===== src/rtl/debug_step_ctrl.sv =====
// debug_step_ctrl: run/step/breakpoint controller and probe-display mux
// for the single-cycle RV32 core. The core advances only in cycles where
// cpu_en is high; the PC load and register-file/data-memory writes qualify
// on it. A debounced push-button provides single-stepping, a full-width PC
// compare provides a breakpoint, and a registered probe mux drives the
// board display.
module debug_step_ctrl #(
    parameter int XLEN       = 32,
    parameter int NCH        = 16,
    parameter int SELW       = 4,
    parameter int DISPW      = 13,
    parameter int DEB_CYCLES = 16,
    parameter int CNTW       = 16
) (
    input  logic                clk,
    input  logic                rst,
    input  logic                step_btn,
    input  logic                mode_run,
    input  logic                bp_en,
    input  logic [XLEN-1:0]     bp_addr,
    input  logic [XLEN-1:0]     pc,
    input  logic [NCH*XLEN-1:0] probe_bus,
    input  logic [SELW-1:0]     sel,
    input  logic                freeze,
    output logic                cpu_en,
    output logic                halted,
    output logic                bp_hit,
    output logic [CNTW-1:0]     step_count,
    output logic [DISPW-1:0]    disp
);

    // Debounce counter only needs to reach DEB_CYCLES-1.
    localparam int             DCW      = (DEB_CYCLES > 1) ? $clog2(DEB_CYCLES) : 1;
    localparam logic [DCW-1:0] DEB_LAST = DCW'(DEB_CYCLES - 1);

    // Controller states; the encoding is visible to existing debug tooling.
    localparam logic [1:0] S_HALT  = 2'b00;
    localparam logic [1:0] S_STEP  = 2'b01;
    localparam logic [1:0] S_RUN   = 2'b10;
    localparam logic [1:0] S_BREAK = 2'b11;

    logic           btn_meta;
    logic           btn_sync;
    logic           btn_stable;
    logic [DCW-1:0] deb_cnt;
    logic           deb_accept;
    logic           step_pulse;
    logic           bp_match;
    logic [1:0]     state;
    logic [1:0]     state_next;

    // Padded view of the probe channels: every select code has an entry,
    // so codes at or beyond NCH read all ones without an out-of-range slice.
    logic [DISPW-1:0] chan_lsb [2**SELW];

    // Upper probe bits beyond DISPW are intentionally not displayed.
    logic unused_probe;
    assign unused_probe = ^probe_bus;

    // ------------------------------------------------------------------
    // Button path
    // ------------------------------------------------------------------

    // Two-flop synchroniser for the raw, asynchronous button.
    // NOTE: sequential state uses non-blocking assignments so every flop
    // samples the pre-edge value of its neighbours, regardless of order.
    always_ff @(posedge clk or posedge rst) begin
        if (rst) begin
            btn_meta <= 1'b0;
            btn_sync <= 1'b0;
        end else begin
            btn_meta <= step_btn;
            btn_sync <= btn_meta;
        end
    end

    // The synced level must disagree with the stable level for DEB_CYCLES
    // consecutive cycles; the last of those cycles is when it is accepted.
    assign deb_accept = (btn_sync != btn_stable) && (deb_cnt == DEB_LAST);

    // Pulse in the cycle the stable level goes 0->1, so a held button
    // yields exactly one step and a release yields none.
    assign step_pulse = deb_accept && btn_sync;

    // Debounce counter and accepted (stable) button level.
    always_ff @(posedge clk or posedge rst) begin
        if (rst) begin
            btn_stable <= 1'b0;
            deb_cnt    <= '0;
        end else if (btn_sync == btn_stable) begin
            deb_cnt    <= '0;
        end else if (deb_accept) begin
            btn_stable <= btn_sync;
            deb_cnt    <= '0;
        end else begin
            deb_cnt    <= deb_cnt + 1'b1;
        end
    end

    // ------------------------------------------------------------------
    // Run / step / break controller
    // ------------------------------------------------------------------

    assign bp_match = bp_en && (pc == bp_addr);

    // Next-state decode; a step pulse outside HALT/BREAK is dropped.
    // NOTE: state_next gets a default before the case so no path through
    // the block leaves it unassigned, which would infer a latch.
    always_comb begin
        state_next = state;
        case (state)
            S_HALT: begin
                if (mode_run)        state_next = S_RUN;
                else if (step_pulse) state_next = S_STEP;
            end
            S_STEP: begin
                state_next = mode_run ? S_RUN : S_HALT;
            end
            S_RUN: begin
                if (!mode_run)       state_next = S_HALT;
                else if (bp_match)   state_next = S_BREAK;
            end
            S_BREAK: begin
                if (!mode_run)       state_next = S_HALT;
                else if (step_pulse) state_next = S_STEP;
            end
            default: state_next = S_HALT;
        endcase
    end

    // Controller state register.
    always_ff @(posedge clk or posedge rst) begin
        if (rst) state <= S_HALT;
        else     state <= state_next;
    end

    // Sticky breakpoint flag: set on RUN->BREAK, cleared when a step starts.
    always_ff @(posedge clk or posedge rst) begin
        if (rst) begin
            bp_hit <= 1'b0;
        end else if (state == S_RUN && state_next == S_BREAK) begin
            bp_hit <= 1'b1;
        end else if (state_next == S_STEP) begin
            bp_hit <= 1'b0;
        end
    end

    // The RUN term drops out in the very cycle PC reaches the breakpoint,
    // so the instruction at bp_addr is never executed on entering BREAK.
    assign cpu_en = (state == S_STEP) ||
                    ((state == S_RUN) && mode_run && !bp_match);

    assign halted = (state == S_HALT) || (state == S_BREAK);

    // Retired-instruction counter; wraps naturally at 2^CNTW.
    always_ff @(posedge clk or posedge rst) begin
        if (rst)         step_count <= '0;
        else if (cpu_en) step_count <= step_count + 1'b1;
    end

    // ------------------------------------------------------------------
    // Probe display
    // ------------------------------------------------------------------

    for (genvar k = 0; k < 2**SELW; k++) begin : g_chan
        if (k < NCH) begin : g_live
            assign chan_lsb[k] = probe_bus[k*XLEN +: DISPW];
        end else begin : g_pad
            assign chan_lsb[k] = '1;
        end
    end

    // Registered display, held while frozen, independent of the controller.
    always_ff @(posedge clk or posedge rst) begin
        if (rst)          disp <= '0;
        else if (!freeze) disp <= chan_lsb[sel];
    end

endmodule


===== config.mk =====
export PLATFORM = sky130hd
export DESIGN_NAME = debug_step_ctrl
export DESIGN_NICKNAME = d
export VERILOG_FILES = /design/src/rtl/debug_step_ctrl.sv
export SDC_FILE = /design/constraint.sdc
export NUM_CORES = 1
export LEC_CHECK = 0
export ABC_AREA = 1
export BUFFER_PORTS_ARGS = -buffer_cell sky130_fd_sc_hd__clkbuf_2
export CORE_AREA = 5 5 237 239
export CTS_BUF_LIST = sky130_fd_sc_hd__clkbuf_4 sky130_fd_sc_hd__clkbuf_8 sky130_fd_sc_hd__clkbuf_16
export CTS_CLUSTER_DIAMETER = 150
export DETAILED_ROUTE_END_ITERATION = 8
export DIE_AREA = 0 0 242 244
export PLACE_DENSITY = 0.34
export SLEW_MARGIN = 5
export SYNTH_ARGS = -nofsm -noshare
export SYNTH_HDL_FRONTEND = slang
export SYNTH_SLANG_ARGS = --single-unit

===== constraint.sdc =====
create_clock -name clk -period 2.1 [get_ports clk]
set_input_delay 0.42 -clock clk [delete_from_list [all_inputs] [get_ports clk]]
set_output_delay 0.42 -clock clk [all_outputs]
set_load 0.02 [all_outputs]

==> metrics.md <==
| Metric | Value |
|---|---|
| Endpoints failing setup | 0 |
| Count of unique library cells instantiated by Yosys | 32 |
| Total CTS buffers | 5 |
| Result of the run | completed |
| GP Congestion | 0.875 |
| Transition at the pin with the smallest max-transition slack | 0.850 ns |
| Number of global-route vias before repair | 6239 |
| Global-route track usage on met3 | 3.51% |
| Crit Path Category | input pin to primary output |
| DP Area | 6850 µm² |
| Highest clock frequency the design can meet | 0.507 GHz |
| Pin count of the biggest net entering global routing | 77 |
| Initial standard-cell utilization of the core | 7.90% |
| # H-tree levels | 2 |
| Total number of placement rows | 85 |
| Final Hold Slack | 0.136 ns |
| Area growth from synthesis to layout | 65.3% |
| Met2 usage in global routing | 13.7% |
| Register-to-register setup slack | 0.48 ns |
| Congestion Overflow GR | 0 |
| Combined global-route utilization of all metal layers | 8.44% |
| Core footprint | 53600 µm² |
| Total number of clock tree sinks | 39 |
| Final instance area | 7000 µm² |
| Final worst clock skew | 0.0186 ns |
| GR Util met1 | 10.4% |
| Fin crit share | 94.0% |
| Primary FF master, synth | dfrtp_1 |
| Cell count after synthesis | 703 |
| Number of flops mapped to enable cells by yosys | 0 |
| Clock-pin slew reported for the worst setup and hold paths after clock tree synthesis | 0.08 ns |
| Filler Cells Inserted | 6396 |
| Arrival @ worst endpoint | 1.55 ns |
| CP Max Fanout | 3 |
| ANT nets after route | 0 |
| Most congested layer reported by global routing | met2 |
| Number of vias per cell | 3.46 |
| Leakage power summed over all cells | 3.48 nW |
| Worst R2R Path Depth | 12 |
| Reg-to-reg critical path endpoint | bp_hit$_DFFE_PP0P_ |
| Leading cell types in the layout, fill and taps excluded | 312 x clkbuf_2, 161 x nor2_1, 122 x o21ai_0 |
| Initial antenna violation count | 2 |
| Post-CTS setup repair buffer count | 0 |
| Router iterations before antenna repair | 6 |
| Fraction of synthesized cell area taken by the top area cell type | 23.0% |
| Count of routing violations after the opening detailed-route iteration | 227 |
| Number of nets in the finished design | 1610 |
| Max-slew violation count | 0 |
| Power Total | 3.50 mW |
| Most area-hungry cell type in the Yosys netlist | dfrtp_1 |
| Type of origin of the critical path | input pin |
| Warning count from the yosys run | 0 |
| Top cells by area, synth | dfrtp_1 23%, o21ai_0 14%, nor2_1 14% |
| Flip-flop and latch count after synthesis | 39 |
| Origin of the critical flop-to-flop path | deb_cnt[0]$_DFF_PP0_ |
| WP data required | 1.68 ns |
| Layout cells sized above 1 | 36.9% |
| I/O pin count | 618 |
| WL per Instance | 15.1 µm |
| Number of cells upsized or downsized after cts | 0 |
| Worst slew margin | 43.0% |
| Estimated wirelength of the detail-placed design | 22.2 mm |
| TritonCTS clock tree | built |
| Buffer type at the clock tree root | clkbuf_16 |
| Post-route DRC violation count | 0 |
| Hold/Removal Path Class | input pin to async pin |
| Mapped Nets | 1295 |
| Maxcap violations | 0 |
| Sequential element share of the synthesized area | 23.0% |
| Async set-or-reset flop fraction in the synthesized netlist | 100% |
| VDD IR-drop max | 0.240 mV |
| Area used by multi-input combinational logic | 2770 µm² |
| Area of the mapped netlist | 4240 µm² |
| Cts-stage hold buffer count | 0 |
| Average cell area after synthesis | 6.02 µm² |
| Overall die width | 242 µm |
| Port-buffer cells | 313 |
| Shortest clock period the worst path allows after layout | 1.97 ns |
| Aggregate routed wire length | 25.8 mm |
| Later-pin clock latency in the skew report | 0.31 ns |
| PD cells | 500 nW/µm² |
| Via count | 5933 |
| CP Capture Type | primary output |
| Wire length of the first global-routing pass | 38.6 mm |
| Largest buffer count on any clock path | 2 |
| Total die area | 59000 µm² |
| Area taken by flip-flops and latches | 976 µm² |
| Number of endpoints with negative hold slack in the final report | 0 |
| Most common library cell in the layout ignoring fill and taps | clkbuf_2 |
| Die H | 244 µm |
## cell type report
cell class                 count  area share [%]
multi-input combinational    541            39.5
sequential                    39            13.9
timing repair buffer         351            27.7
clock inverter                 2           0.179
inverter                      80            4.29
clock buffer                   6            1.89
tap                          696            12.4
antenna                        1          0.0357
## cells in the mapped netlist (2+ instances only)
master and n:
clkbuf_1 25, inv_1 77, nand3_1 30, dfrtp_1 39
nand2_1 99, buf_4 2, nor2_1 162, nor2_2 2
ha_1 6, o21ai_1 7, o221ai_1 32, o22ai_1 20
xnor2_1 10, buf_1 2, xor2_1 13, nand2_4 4
nor3_1 7, clkinv_1 2, xor2_2 3, a31oi_1 13
nand4_1 4, o21ai_0 122, buf_2 13
## worst max path at each step
| stage | start | endpoint | slack [ns] | cells after the start |
|---|---|---|---|---|
| after global routing | bp_addr[1] | cpu_en | -0.0001 | 11 |
| after global placement | bp_addr[1] | cpu_en | -0.02 | 11 |
| after CTS | bp_addr[1] | cpu_en | 0.0006 | 11 |
| after detailed placement | bp_addr[1] | cpu_en | 0.01 | 11 |
| final | bp_addr[1] | cpu_en | 0.13 | 11 |
| after floorplan | bp_addr[7] | cpu_en | 0.35 | 8 |
## power by group
group	switching, mW	total (mW)	internal [mW]
combinational	1.00	1.65	0.653
clock	0.397	0.852	0.455
sequential	0.122	0.996	0.874
total	1.52	3.50	1.98
## sequential cells by signal (all words and copies together) (netlist names)
signal	cells
step_count	16
disp	13
deb_cnt	4
state	2
bp_hit	1
btn_meta	1
btn_stable	1
btn_sync	1
## per-layer routing
layer,wire [µm],share of wire (%),vias up
met3,2440,9.4,28
met5,20,0.077,-
li1,-,-,2970
met1,11300,44,2636
met2,11600,45,297
met4,557,2.2,2
## per-stage QoR
step | utilization [%] | setup WS [ns] | setup TNS, ns | instances
2_1_floorplan | - | 0.355 | 0 | 703
3_3_place_gp | 12.8 | -0.0222 | -0.0222 | 1707
3_5_place_dp | 12.8 | 0.0107 | 0 | 1707
4_1_cts | 13.1 | 0.000559 | 0 | 1715
5_1_grt | 13.1 | -0.000120 | -0.000120 | 1716
6_report | 13.1 | 0.126 | 0 | 1716
## logic make-up after synthesis
kind of cell | share of synthesized area (%)
adder cells (fa/ha/maj) | 1.77
flip-flops | 23.0
buffers and inverters | 11.6
XOR/XNOR | 5.91
AO/OA/AOI/OAI | 27.2
AND/OR/NAND/NOR | 30.4
## critical path: stages
cell and delay [ns]:
clkbuf_2 0.09, inv_1 0.04, nand2_1 0.08, o21ai_1 0.08, nor2_2 0.14, nand3_1 0.13, nor2_2 0.14, nand3_2 0.10
nand3_4 0.09, nand2_4 0.06, clkbuf_2 0.17
(Power assumes the default switching activity.)
